$ cat config.mk
export PLATFORM = sky130hd
export DESIGN_NAME = dec_scan_sequencer_flat
export DESIGN_NICKNAME = d
export VERILOG_FILES = /design/src/rtl/dec_scan_sequencer_if.sv /design/src/rtl/dec_scan_sequencer.sv /design/src/flat_wrapper.sv
export SDC_FILE = /design/constraint.sdc
export NUM_CORES = 1
export LEC_CHECK = 0
export ABC_CLOCK_PERIOD_IN_PS = 1860
export BUFFER_PORTS_ARGS = -buffer_cell sky130_fd_sc_hd__buf_2
export CORE_ASPECT_RATIO = 1.25
export CORE_MARGIN = 1
export CORE_UTILIZATION = 54
export CTS_BUF_LIST = sky130_fd_sc_hd__clkbuf_4
export DETAILED_ROUTE_END_ITERATION = 10
export PLACE_DENSITY = 0.77
export SKIP_CTS_REPAIR_TIMING = 1
export SLEW_MARGIN = 15
export SYNTH_ARGS = -nofsm -noshare
export SYNTH_HDL_FRONTEND = slang
export SYNTH_SLANG_ARGS = --single-unit
$ cat constraint.sdc
create_clock -name clk -period 1.86 [get_ports clk]
set_input_delay 0.279 -clock clk [delete_from_list [all_inputs] [get_ports clk]]
set_output_delay 0.279 -clock clk [all_outputs]
set_load 0.05 [all_outputs]
$ cat src/rtl/dec_scan_sequencer_if.sv
// Control and decoder-drive signals of the scan sequencer.
// The controlling agent uses master; the sequencer uses slave.
interface dec_scan_sequencer_if;
  logic       start;
  logic       stop;
  logic [3:0] req;
  logic       a;
  logic       b;
  logic       en;
  logic       busy;
  logic       sweep_done;

  modport master (
    output start, stop, req,
    input  a, b, en, busy, sweep_done
  );

  modport slave (
    input  start, stop, req,
    output a, b, en, busy, sweep_done
  );
endinterface

$ cat src/rtl/dec_scan_sequencer.sv
// Round-robin channel scanner driving the a/b/en inputs of a 2-to-4 decoder.
// Each requesting channel is held for DWELL cycles, with an idle gap between grants.
module dec_scan_sequencer #(
  parameter int DWELL = 4,
  parameter int CW    = 8
) (
  input  logic                clk,
  input  logic                rst_n,
  dec_scan_sequencer_if.slave bus
);

  typedef enum logic [1:0] {
    IDLE  = 2'd0,
    SEEK  = 2'd1,
    GRANT = 2'd2
  } state_t;

  localparam logic [CW-1:0] LOAD = CW'(DWELL - 1);

  state_t        state_q, state_d;
  logic [1:0]    ptr_q, ptr_d;
  logic [1:0]    sel_q, sel_d;
  logic [CW-1:0] cnt_q, cnt_d;
  logic          en_q, en_d;
  logic          busy_q, busy_d;
  logic          done_q, done_d;

  logic          found;
  logic [1:0]    hit;
  logic [1:0]    probe;
  logic [1:0]    top_bit;

  // First requesting channel at or after ptr, wrapping modulo 4.
  always_comb begin
    found = 1'b0;
    hit   = ptr_q;
    probe = ptr_q;
    for (int i = 0; i < 4; i++) begin
      probe = ptr_q + 2'(i);
      if (!found && bus.req[probe]) begin
        found = 1'b1;
        hit   = probe;
      end
    end
  end

  always_comb begin
    top_bit = 2'd0;
    for (int i = 0; i < 4; i++) begin
      if (bus.req[i]) top_bit = 2'(i);
    end
  end

  // ptr advances when a grant starts, so a stop mid-grant resumes after that channel.
  always_comb begin
    state_d = state_q;
    ptr_d   = ptr_q;
    sel_d   = sel_q;
    cnt_d   = cnt_q;
    en_d    = 1'b0;
    busy_d  = 1'b0;
    done_d  = 1'b0;
    if (bus.stop) begin
      state_d = IDLE;
    end else begin
      case (state_q)
        IDLE: begin
          if (bus.start) begin
            state_d = SEEK;
            busy_d  = 1'b1;
          end
        end
        SEEK: begin
          busy_d = 1'b1;
          if (found) begin
            state_d = GRANT;
            sel_d   = hit;
            ptr_d   = hit + 2'd1;
            cnt_d   = LOAD;
            en_d    = 1'b1;
            done_d  = (LOAD == '0) && (hit == top_bit);
          end
        end
        GRANT: begin
          busy_d = 1'b1;
          if (!bus.req[sel_q] || (cnt_q == '0)) begin
            state_d = SEEK;
            ptr_d   = sel_q + 2'd1;
          end else begin
            cnt_d  = cnt_q - CW'(1);
            en_d   = 1'b1;
            done_d = (cnt_q == CW'(1)) && (sel_q == top_bit);
          end
        end
        default: begin
          state_d = IDLE;
        end
      endcase
    end
  end

  always_ff @(posedge clk or negedge rst_n) begin
    if (!rst_n) begin
      state_q <= IDLE;
      ptr_q   <= 2'd0;
      sel_q   <= 2'd0;
      cnt_q   <= '0;
      en_q    <= 1'b0;
      busy_q  <= 1'b0;
      done_q  <= 1'b0;
    end else begin
      state_q <= state_d;
      ptr_q   <= ptr_d;
      sel_q   <= sel_d;
      cnt_q   <= cnt_d;
      en_q    <= en_d;
      busy_q  <= busy_d;
      done_q  <= done_d;
    end
  end

  assign bus.a          = sel_q[1];
  assign bus.b          = sel_q[0];
  assign bus.en         = en_q;
  assign bus.busy       = busy_q;
  assign bus.sweep_done = done_q;

endmodule

$ cat src/flat_wrapper.sv
// flat-port wrapper written by rule: the top's interface ports become plain ports
module dec_scan_sequencer_flat 
#(
  parameter int DWELL = 4,
  parameter int CW    = 8
)
  (clk, rst_n, bus_start, bus_stop, bus_req, bus_a, bus_b, bus_en, bus_busy, bus_sweep_done);
  dec_scan_sequencer_if bus_i ();
  input  logic clk;
  input  logic rst_n;
  input wire logic [$bits(bus_i.start)-1:0] bus_start;
  input wire logic [$bits(bus_i.stop)-1:0] bus_stop;
  input wire logic [$bits(bus_i.req)-1:0] bus_req;
  output wire logic [$bits(bus_i.a)-1:0] bus_a;
  output wire logic [$bits(bus_i.b)-1:0] bus_b;
  output wire logic [$bits(bus_i.en)-1:0] bus_en;
  output wire logic [$bits(bus_i.busy)-1:0] bus_busy;
  output wire logic [$bits(bus_i.sweep_done)-1:0] bus_sweep_done;
  assign bus_i.start = bus_start;
  assign bus_i.stop = bus_stop;
  assign bus_i.req = bus_req;
  assign bus_a = bus_i.a;
  assign bus_b = bus_i.b;
  assign bus_en = bus_i.en;
  assign bus_busy = bus_i.busy;
  assign bus_sweep_done = bus_i.sweep_done;
  dec_scan_sequencer #(.DWELL(DWELL), .CW(CW)) u_core (.clk(clk), .rst_n(rst_n), .bus(bus_i));
endmodule
* Word-level counts from Yosys, hierarchy flattened
Index checks and enable logic that the tools add are counted.
** Word-level totals
- Output and inout bits :: 5
- Flip-flop bits (word level) :: 17
** Operators by class
- Bitwise logic cells :: 1
- Add/sub/neg operators :: 6
- Multiplexer cells :: 41
- Reductions and logical operators :: 17
- Eq/ne operators :: 10
- Magnitude comparators :: 5
** Operators with widths (count)
- $mux W2 :: 11
- $mux W1 :: 18
- $mux W8 :: 2
- $pmux W8 S2 :: 1
- $lt A2 B3 Y1 const B :: 5
- $bmux W1 S2 :: 5
- $eq A8 B1 Y1 const B :: 1
- $logic_not A8 Y1 :: 1
- $reduce_and A4 Y1 :: 2
- $sub A8 B1 Y8 const B :: 1
- $add A2 B1 Y2 const B :: 3
- $ne A3 B2 Y1 const B :: 2
- $pmux W2 S3 :: 1
- $reduce_and A3 Y1 :: 2
- $add A2 B2 Y2 const B :: 2
- $logic_and A1 B1 Y1 :: 4
- $logic_not A1 Y1 :: 4
- $ne A2 B1 Y1 const B :: 2
- $pmux W1 S2 :: 2
- $pmux W2 S2 :: 1
- $ne A3 B3 Y1 const B :: 1
- $eq A2 B1 Y1 const B :: 1
- $eq A2 B2 Y1 :: 1
- $eq A2 B2 Y1 const B :: 1
- other kinds (6) :: 6

* Longest topological paths before layout
Gate-level depths: netlist (run 1).
- Depth after elaboration :: 15
- Depth in mapped cells :: 7
- Gate-level depth less buffers :: 7

* Worst setup path after synthesis (run 1)
OpenSTA, ideal clock, no wires.
- Kind :: register to register
- From :: reg u_core.sel_q[0]
- To :: reg u_core.state_q[1]
- Stages on the path, launching flop included :: 6
- Path buffers :: 0
- Setup slack :: -112 ps
- Required time :: 1728 ps
- Data arrival time :: 1840 ps
- Cells stage by stage :: dfrtp_1 -> mux4_2 -> o31ai_4 -> o22ai_2 -> a21oi_2 -> o32ai_1
** On the way
- Longest elaborated chain between the ends :: 6
** Ends and longest elaborated chain
- from (decl) :: line dec_scan_sequencer.sv:22 : logic [1:0] sel_q, sel_d;
- from (signal assigned) :: line dec_scan_sequencer.sv:114 : sel_q <= sel_d;
- $bmux W1 S2 :: line dec_scan_sequencer.sv:86 : if (!bus.req[sel_q] || (cnt_q == '0)) begin
- $mux W1 (not written as such) :: line dec_scan_sequencer.sv:86
- $logic_not A1 Y1 :: line dec_scan_sequencer.sv:86
- $logic_or A1 B1 Y1 :: line dec_scan_sequencer.sv:86
- $ne A3 B2 Y1 (no source line)
- $reduce_and A3 Y1 (no source line)
- to (signal assigned) :: line dec_scan_sequencer.sv:112 : state_q <= state_d;
- to (decl) :: line dec_scan_sequencer.sv:20 : state_t state_q, state_d;
No other way between the ends. The select of a mux whose other input is x is not followed.
A chain may end at the register's enable or synchronous reset.

* Worst setup path in the final report (run 1)
- From :: reg u_core.cnt_q[4]
- To :: reg u_core.cnt_q[7]
** On the way
- Longest elaborated chain between the ends :: 4
- Elaborated cells between the ends (all ways) :: 7
- Those cells by class :: add/sub (1); eq/ne (1); mux (2); reduce/logical (3)
** Ends and longest elaborated chain
- from (decl) :: line dec_scan_sequencer.sv:23 : logic [CW-1:0] cnt_q, cnt_d;
- from (signal assigned) :: line dec_scan_sequencer.sv:115 : cnt_q <= cnt_d;
- branches (longest 4 deep; another with $sub A8 B1 Y8)
Parallel ways; which one is timed is not known. The select of a mux whose other input is x is not followed.

==> impl_results.md, run 1 <==
- Syn nets: about 140
- Ys Warns: 0
- Htree depth: 1
- Cells after Synth: 122
- Vias: 994
- Number of synthesized flops with an enable pin: 0
- Hold Path Class: input pin to flip-flop
- Fillers: about 160
- Non-filler instance count after layout: 166
- CP Max Fanout: 4
- Worst R2R End: u_core.cnt_q[7]$_DFFE_PN0P_
- Final wirelength: ~2600 um
- Clock-pin slew on the worst setup and hold paths: ~0.10 ns
- Reg2Reg Launch Point: u_core.cnt_q[4]$_DFFE_PN0P_
- Placer congestion estimate: roughly 0.85
- Bufs and invs on worst path: 0
- Setup crit end: u_core.cnt_q[7]$_DFFE_PN0P_
- Core Util, Final: 70.4%
- CP Depth: 5
- Worst Setup SP: u_core.cnt_q[4]$_DFFE_PN0P_
- Num rows: 18
- Dpl hpwl: 1770 um
- Pwr/cell area: 1310 nW/um2
- Synth Register Bits: 17
- Maxcap violations: 0
- Final worst path period share: 97.0%
- Startpoint types: flip-flop
- I/O Buffers: 12
- Yosys top cell area share: a little over a third
- Critical path's top delay family: simple AND/OR/NAND/NOR gates
- Crit path time final: 1.80 ns
- Avg Vias per Cell: about 6.0
- Setup TNS: 0 ns
- Core box area: 2000 um2
- Critical Path Most Common Cell: or3_4
- CTS Root Cell: clkbuf_4
- Worst Hold Launch: bus_stop
- Max_slew headroom: between 60 and 70%
- Post-synth top cells: 17 x dfrtp_1, 11 x nor2_1, 10 x inv_1, 8 x nand2_1
- Starting Density: 58.7%
- Initial antenna violation count: 0
- CP peak stage delay: about 0.44 ns
- Status: finished, violations left
- Die W: between 40 and 50 um
- Placed cell area: 1330 um2
- Final Hold Fails: 0
- Worst-Skew Late Latency: 0.29 ns
- Syn Std Cell Area: 1180 um2
- Placed cell count: 160
- Ys flop type: dfrtp_1
- F_max: between 500 and 600 MHz
- Leak: 0.000618 uW
- Vias in the first global route: 936
- Leading area contributor after synthesis: dfrtp_1
- Top post-synthesis cells by area: dfrtp_1 36%, ha_1 7.4%, xnor2_1 5.2%, a2111oi_4 4.7%, nor2_1 3.5%
- Ports: 13
- Post-synthesis cell type count: 35
- Footprint of the multi-input gates: 737 um2
- First DRT Iteration DRCs: 12
- Area grow syn2layout: 20.0%
- First-pass GRT wire length: around 3900 um
- Worst-path cell chain: or3_4 > or3_4 > a2111oi_4 > xnor2_1 > nor2_1
- VDD IR-drop max: 0.775 mV
- Die ar.: 2370 um2
- DR pass1 iterations: 7
- TritonCTS Sinks: 17
- Layout cells sized above 1: 32.9%
- Slowest CP cell: or3_4
- Slew Viols, Final: 0
- TritonCTS buffer count: 3
- Final setup viols: 0
- Final hold slack: 0.252 ns
- Largest net degree at the start of global routing: 18
- Residual DRC count: 1
- Failing checks: design-rule violations
- Congestion Overflow GR: 0
- DR WL/cell: 15.4 um
- Mean Syn Cell Area: 9.64 um2
- Setup Skew: 0.00104 ns
- Post-layout instance area: 1410 um2
- CP endpoint kind: flip-flop
- FF-to-FF path depth: 5
- GRT Overall Usage: 23.4%
- DRT antenna net count: 0
- Critical path class: flip-flop to flip-flop
- Nets: 162
- Storage element area: around 430 um2
- Most frequent cell after synthesis: dfrtp_1
- Crit path required time: roughly 2.1 ns
- Ys async rst share: 100%
- Critical Path AT: 1.99 ns
- CTS tree: done
- Reg2Reg Setup Slack: 0.06 ns
- Worst Max-Slew Pin Slew: 0.454 ns
- Die Y: 54.2 um
- Largest buffer count on any clock path: 2
- # diodes: 0
- Sequential area share after synthesis: 36.2%
-- cells by family (layout without fill, tap and decap cells) --
kind of cell	count (synthesis)	after routing	share of synthesized area (%)
DFF	17	17	36.2
muxes	1	1	1.91
adders and majority gates	7	7	7.45
buffers and inverters	13	37	4.36
and+or+nand+nor	42	42	19.3
AOI/OAI and AO/OA	34	34	24.9
xor gates and xnor gates	8	8	5.96
-- power by group --
group	switching [uW]	internal [uW]
Combinational	605	448
Clock	117	79.9
Sequential	110	485
-- worst min-delay path by stage --
stage,to,slack [ns],cells after the start
final,u_core.bus.busy$_DFF_PN0_,0.25,2
after global routing,u_core.bus.busy$_DFF_PN0_,0.23,2
after CTS,u_core.bus.busy$_DFF_PN0_,-0.1,1
after detailed placement,u_core.ptr_q[0]$_DFFE_PN0P_,0.22,1
after global placement,u_core.ptr_q[1]$_DFFE_PN0P_,0.22,1
after floorplan,u_core.bus.busy$_DFF_PN0_,-0.02,0
-- flip-flops by register name, summed over array words and instances (netlist names) --
register,flops
u_core.cnt_q,8
u_core.ptr_q,2
u_core.sel_q,2
u_core.state_q,2
u_core.bus.busy,1
u_core.bus.en,1
u_core.bus.sweep_done,1
-- cells in the final DEF (no fill, tap or decap), types with 2 or more instances in the layout --
cell / netlist / final
dfrtp_1: 17 / 16
buf_2: 2 / 12
nor2_1: 11 / 10
inv_1: 10 / 9
buf_4: 0 / 9
nand2_1: 8 / 8
a21oi_1: 7 / 7
xnor2_1: 7 / 7
o21ai_0: 6 / 6
ha_1: 7 / 6
nand2b_1: 5 / 5
or3_1: 4 / 4
nor3_1: 4 / 4
a211oi_1: 5 / 3
clkbuf_4: 0 / 3
or3_4: 2 / 2
a31oi_1: 2 / 2
nor3b_1: 2 / 2
o21a_1: 2 / 2
a211oi_2: 0 / 2
or2_2: 2 / 2
o41ai_2: 0 / 2
a2111oi_4: 2 / 2
-- final cells by class --
| type | count | area share (%) |
|---|---|---|
| Tap cell | 20 | 1.77 |
| Clock buffer | 3 | 1.60 |
| Timing Repair Buffer | 23 | 11.2 |
| Multi-Input combinational cell | 92 | 52.2 |
| Sequential cell | 17 | 30.2 |
| Inverter | 10 | 2.66 |
| Clock inverter | 1 | 0.355 |
-- per-layer routing --
layer	part of all wire (%)	vias to the layer above	GRT usage (%)
met1	40	476	26.3
li1	-	481	-
met3	3.3	12	4.03
met4	4.2	0	14.1
met2	52	25	41.0
met5	0	-	0
-- per-stage QoR --
stage	total power (uW)	setup WS, ns
final	1840	0.0552
after global routing	1980	-0.0762
after CTS	1790	-0.0186
after detailed placement	1590	0.0488
after global placement	1560	0.0738
after floorplan	1280	0.0137
Note: power is estimated with default switching activity, not from simulation.
==> run 2: changes to the inputs <==
--- a/config.mk
+++ b/config.mk
@@ -12,7 +12,8 @@
 export CORE_UTILIZATION = 54
 export CTS_BUF_LIST = sky130_fd_sc_hd__clkbuf_4
 export DETAILED_ROUTE_END_ITERATION = 10
-export PLACE_DENSITY = 0.77
+export PLACE_DENSITY = 0.87
+export RECOVER_POWER = 100
 export SKIP_CTS_REPAIR_TIMING = 1
 export SLEW_MARGIN = 15
 export SYNTH_ARGS = -nofsm -noshare
==> impl_results.md, run 2 (same netlist as run 1, synthesis figures left out) <==
- Reg2Reg Launch Point: u_core.cnt_q[4]$_DFFE_PN0P_
- CP peak stage delay: about 0.44 ns
- VDD IR-drop max: 0.957 mV
- Starting Density: roughly three fifths
- Setup TNS: 0 ns
- P_sw: 848 uW
- Worst Setup SP: u_core.cnt_q[4]$_DFFE_PN0P_
- Setup Skew: 0.00547 ns
- Max_slew headroom: around 39%
- Worst-path cell chain: or3_4 > o31ai_4 > buf_4 > o22ai_2 > a21oi_2 > o32ai_1
- Final Hold Fails: 0
- Initial antenna violation count: 0
- Die ar.: 2370 um2
- CTS Root Cell: clkbuf_4
- First DRT Iteration DRCs: 26
- Pwr/cell area: approximately 1300 nW/um2
- Fillers: about 150
- Sequential power share: 32.5%
- Worst Max-Slew Pin Slew: 0.917 ns
- Crit path time final: 1.84 ns
- Placer congestion estimate: 0.893
- Final wirelength: 2750 um
- TritonCTS buffer count: 3
- Leak: 0.000589 uW
- Avg Vias per Cell: 6.22
- GRT Overall Usage: 24.5%
- Largest buffer count on any clock path: 2
- Congestion Overflow GR: 0
- Total power: 1840 uW
- DR WL/cell: roughly 17 um
- CP Max Fanout: 7
- Htree depth: 1
- Startpoint types: flip-flop
- Footprint of the multi-input gates: 749 um2
- Slew Viols, Final: 0
- Die Y: 54.2 um
- DRT antenna net count: 0
- Worst-Skew Late Latency: 0.29 ns
- Area grow syn2layout: 19.0%
- Leading cell type in the layout, fill and taps excluded: dfrtp_1
- CTS tree: done
- Vias in the first global route: 940
- First-pass GRT wire length: 4180 um
- Logic pwr share: a little under three fifths
- Final worst path period share: 99.0%
- Hold Path Class: input pin to flip-flop
- Status: finished, violations left
- Power Internal: approximately 1000 uW
- Crit path required time: between 2 and 2.5 ns
- TritonCTS Sinks: 17
- Clock-pin slew on the worst setup and hold paths: 0.10 ns
- Residual DRC count: 2
- Storage element area: 428 um2
- Core box area: roughly 2000 um2
- Slowest CP cell: or3_4
- F_max: 543 MHz
- # diodes: 0
- Worst Hold Launch: bus_stop
- Num rows: 18
- RSZ-0062 raised after global routing: true
- Nets: about 160
- Final setup viols: 0
- Most flop-heavy register: u_core.cnt_q
- Largest net degree at the start of global routing: 18
- CP endpoint kind: flip-flop
- Sw frac: between 40% and 50%
- I/O Buffers: 12
- Vias: 1026
- Clock power frac: 11.6%
- Critical path's top delay family: compound AO/OA/AOI/OAI gates
- DR pass1 iterations: 7
- Maxcap violations: 0
- Failing checks: design-rule violations
- Bufs and invs on worst path: 1
- Critical path class: flip-flop to flip-flop
- Layout cells sized above 1: 28.3%
- Most frequent cells in the layout: 15 x dfrtp_1, 11 x nor2_1, 10 x inv_1, 9 x buf_4, 8 x nand2_1
- Die W: 43.7 um
- Final hold slack: 0.268 ns
- Critical Path AT: 2.00 ns
- Core Util, Final: a little over two thirds
- Ports: 13
- Max FFs per register: 8
- Dpl hpwl: 1960 um
run 2: power groups by stage:
stage,Sequential (uW),Clock (uW),Combinational [uW]
finish,598,214,1030
global route,613,236,1110
CTS,588,217,971
detailed placement,595,0,965
global placement,591,0,918
floorplan,697,0,583
run 2: area by class of cell:
| cell class | instances | share of cell area, % |
|---|---|---|
| clock buffers | 4 | 2.14 |
| inverters | 10 | 2.68 |
| multi-input cells | 92 | 53.5 |
| flip-flops and latches | 17 | 30.6 |
| well taps | 20 | 1.79 |
| repair buffers | 22 | 9.29 |
run 2: final timing paths:
kind                                                  to  slack, ns  cells after the start
max                        u_core.state_q[1]$_DFFE_PN0P_       0.02                      6
min                            u_core.bus.busy$_DFF_PN0_       0.27                      2
max reg2reg                u_core.state_q[1]$_DFFE_PN0P_       0.02                      6
min reg2reg                  u_core.cnt_q[7]$_DFFE_PN0P_       0.56                      2
max in group asynchronous  u_core.state_q[0]$_DFFE_PN0P_       0.61                      2
min in group asynchronous    u_core.ptr_q[0]$_DFFE_PN0P_       0.62                      2
run 2: per-stage QoR:
stage          instance area (um2)  worst slack [ns]  std cells
5_1_grt                       1400           -0.0911        165
4_1_cts                       1340            0.0127        163
6_report                      1400            0.0184        165
3_5_place_dp                  1310            0.0295        159
2_1_floorplan                 1180            0.0137        122
3_3_place_gp                  1310            0.0856        159
run 2: per-layer routing:
| metal | part of all wire (%) | up-vias | global-route usage, % |
|---|---|---|---|
| met4 | 1.8 | 0 | 8.85 |
| li1 | - | 484 | - |
| met2 | 56 | 29 | 48.3 |
| met5 | 0 | - | 0 |
| met1 | 39 | 506 | 26.8 |
| met3 | 2.6 | 7 | 2.01 |
==> run 3: changes to the inputs <==
--- a/config.mk
+++ b/config.mk
@@ -7,10 +7,13 @@
 export LEC_CHECK = 0
 export ABC_CLOCK_PERIOD_IN_PS = 1860
 export BUFFER_PORTS_ARGS = -buffer_cell sky130_fd_sc_hd__buf_2
+export CELL_PAD_IN_SITES_DETAIL_PLACEMENT = 0
+export CELL_PAD_IN_SITES_GLOBAL_PLACEMENT = 1
 export CORE_ASPECT_RATIO = 1.25
 export CORE_MARGIN = 1
-export CORE_UTILIZATION = 54
+export CORE_UTILIZATION = 42
 export CTS_BUF_LIST = sky130_fd_sc_hd__clkbuf_4
+export CTS_CLUSTER_DIAMETER = 80
 export DETAILED_ROUTE_END_ITERATION = 10
 export PLACE_DENSITY = 0.87
 export RECOVER_POWER = 100
==> impl_results.md, run 3 (same netlist as run 1, synthesis figures left out) <==
- Sw frac: 44.5%
- Die W: 49.3 um
- First-pass GRT wire length: 4350 um
- Vias in the first global route: 996
- Dpl hpwl: roughly 1900 um
- Congestion Overflow GR: 0
- TritonCTS buffer count: 3
- Status: finished, final reports clean
- DR pass1 iterations: 4
- Bufs and invs on worst path: 0
- Final Hold Fails: 0
- Nets: 166
- Most frequent cells in the layout: 15 x dfrtp_1, 13 x buf_4, 11 x nor2_1
- Leading cell type in the layout, fill and taps excluded: dfrtp_1
- CP endpoint kind: flip-flop
- Worst Max-Slew Pin Slew: 0.911 ns
- Startpoint types: flip-flop
- Hold Path Class: input pin to flip-flop
- Die ar.: 3020 um2
- Layout cells sized above 1: between 30% and 40%
- Maxcap violations: 0
- Setup TNS: 0 ns
- Area grow syn2layout: 23.0%
- Core box area: 2680 um2
- F_max: 554 MHz
- DR top layer: met4
- Fin worst setup slack: 0.0553 ns
- Starting Density: 43.9%
- Critical path's top delay family: simple AND/OR/NAND/NOR gates
- Vias: 990
- TritonCTS Sinks: 17
- Crit path time final: 1.80 ns
- CTS tree: done
- # diodes: 0
- Slew Viols, Final: 0
- Avg Vias per Cell: 5.38
- VDD IR-drop max: ~0.55 mV
- I/O Buffers: 12
- Setup Skew: 0.00927 ns
- GRT Overall Usage: 19.2%
- CTS Root Cell: clkbuf_4
- Critical Path AT: 1.99 ns
- Pwr/cell area: 1280 nW/um2
- Met2 wire length: approximately 1500 um
- P_sw: approximately 830 uW
- Slowest CP cell: or3_4
- Max FFs per register: 8
- CP Max Fanout: 4
- Worst-path cell chain: or3_4 > or3_4 > a211oi_1 > xnor2_1 > nor2_1
- Critical Path Most Common Cell: or3_4
- Die Y: roughly 61 um
- Final worst path period share: between 90% and 100%
- Place WS: between 0.01 and 0.015 ns
- Placer congestion estimate: about 0.82
- Critical path class: flip-flop to flip-flop
- Fillers: 246
- Crit path required time: between 2 and 2.5 ns
- CP peak stage delay: 0.44 ns
- First DRT Iteration DRCs: 30
- Largest buffer count on any clock path: 2
- Num rows: 21
- Clock-pin slew on the worst setup and hold paths: 0.10 ns
- Ports: 13
- Final setup viols: 0
- Max_slew headroom: between 30 and 40%
- Htree depth: 1
- DR WL/cell: ~14 um
- Most flop-heavy register: u_core.cnt_q
- Worst-Skew Late Latency: 0.29 ns
- Clock power frac: between 10% and 20%
- Sequential power share: 32.4%
- Final wirelength: 2650 um
- Residual DRC count: 0
- Logic pwr share: 56.2%
- DRT antenna net count: 0
- Power Internal: between 1000 and 1500 uW
- Met3 wire length: around 65 um
- Initial antenna violation count: 0
- Leak: around 0.00061 uW
- Met1 WL: 1110 um
- Largest net degree at the start of global routing: 18
-- run 3: cell count changes in the layout (fill, tap and decap cells not counted), sizes merged --
cell	delta
clkbuf	-1
buf	+6
-- run 3: area by class of cell --
cell class	instances	area, um2	area share (%)
multi-input combinational	92	742	51.3
tap	34	42.5	2.94
clock buffer	4	30.0	2.08
inverter	10	37.5	2.60
timing repair buffer	27	166	11.5
sequential	17	428	29.6
-- run 3: worst paths after layout --
check	start	to	slack, ns	cells after the start
max reg2reg	u_core.cnt_q[3]$_DFFE_PN0P_	u_core.cnt_q[5]$_DFFE_PN0P_	0.06	5
max in group asynchronous	rst_n	u_core.sel_q[0]$_DFFE_PN0P_	0.62	2
min	bus_stop	u_core.bus.busy$_DFF_PN0_	0.25	2
min in group asynchronous	rst_n	u_core.cnt_q[4]$_DFFE_PN0P_	0.62	2
max	u_core.cnt_q[3]$_DFFE_PN0P_	u_core.cnt_q[5]$_DFFE_PN0P_	0.06	5
min reg2reg	u_core.cnt_q[4]$_DFFE_PN0P_	u_core.cnt_q[4]$_DFFE_PN0P_	0.56	2
-- run 3: stage by stage --
stage	hold WS, ns	utilization (%)	total power (uW)	instance area (um2)	instances
2_1_floorplan	-0.0166	-	1280	1180	122
3_5_place_dp	0.226	50.6	1580	1360	177
4_1_cts	-0.101	51.7	1800	1390	181
3_3_place_gp	0.223	50.6	1550	1360	177
5_1_grt	0.246	54.0	2000	1450	184
6_report	0.255	54.0	1860	1450	184
-- run 3: per-layer routing --
layer | up-vias | global-route usage (%)
met3 | 2 | 1.98
li1 | 490 | -
met5 | - | 0
met2 | 12 | 37.4
met1 | 486 | 20.9
met4 | 0 | 9.66
-- run 3: power by group through the flow --
stage	Combinational (uW)	Sequential (uW)	Clock (uW)
after floorplan	583	697	0
after global placement	959	594	0
after detailed placement	980	600	0
after CTS	988	592	221
after global routing	1150	622	234
final	1040	602	211
-- run 3: worst register-to-register path: stages (launching register included) --
cell and delay (ns):
dfrtp_1 0.40, or3_4 0.44, or3_4 0.36, a211oi_1 0.28, xnor2_1 0.16, nor2_1 0.06
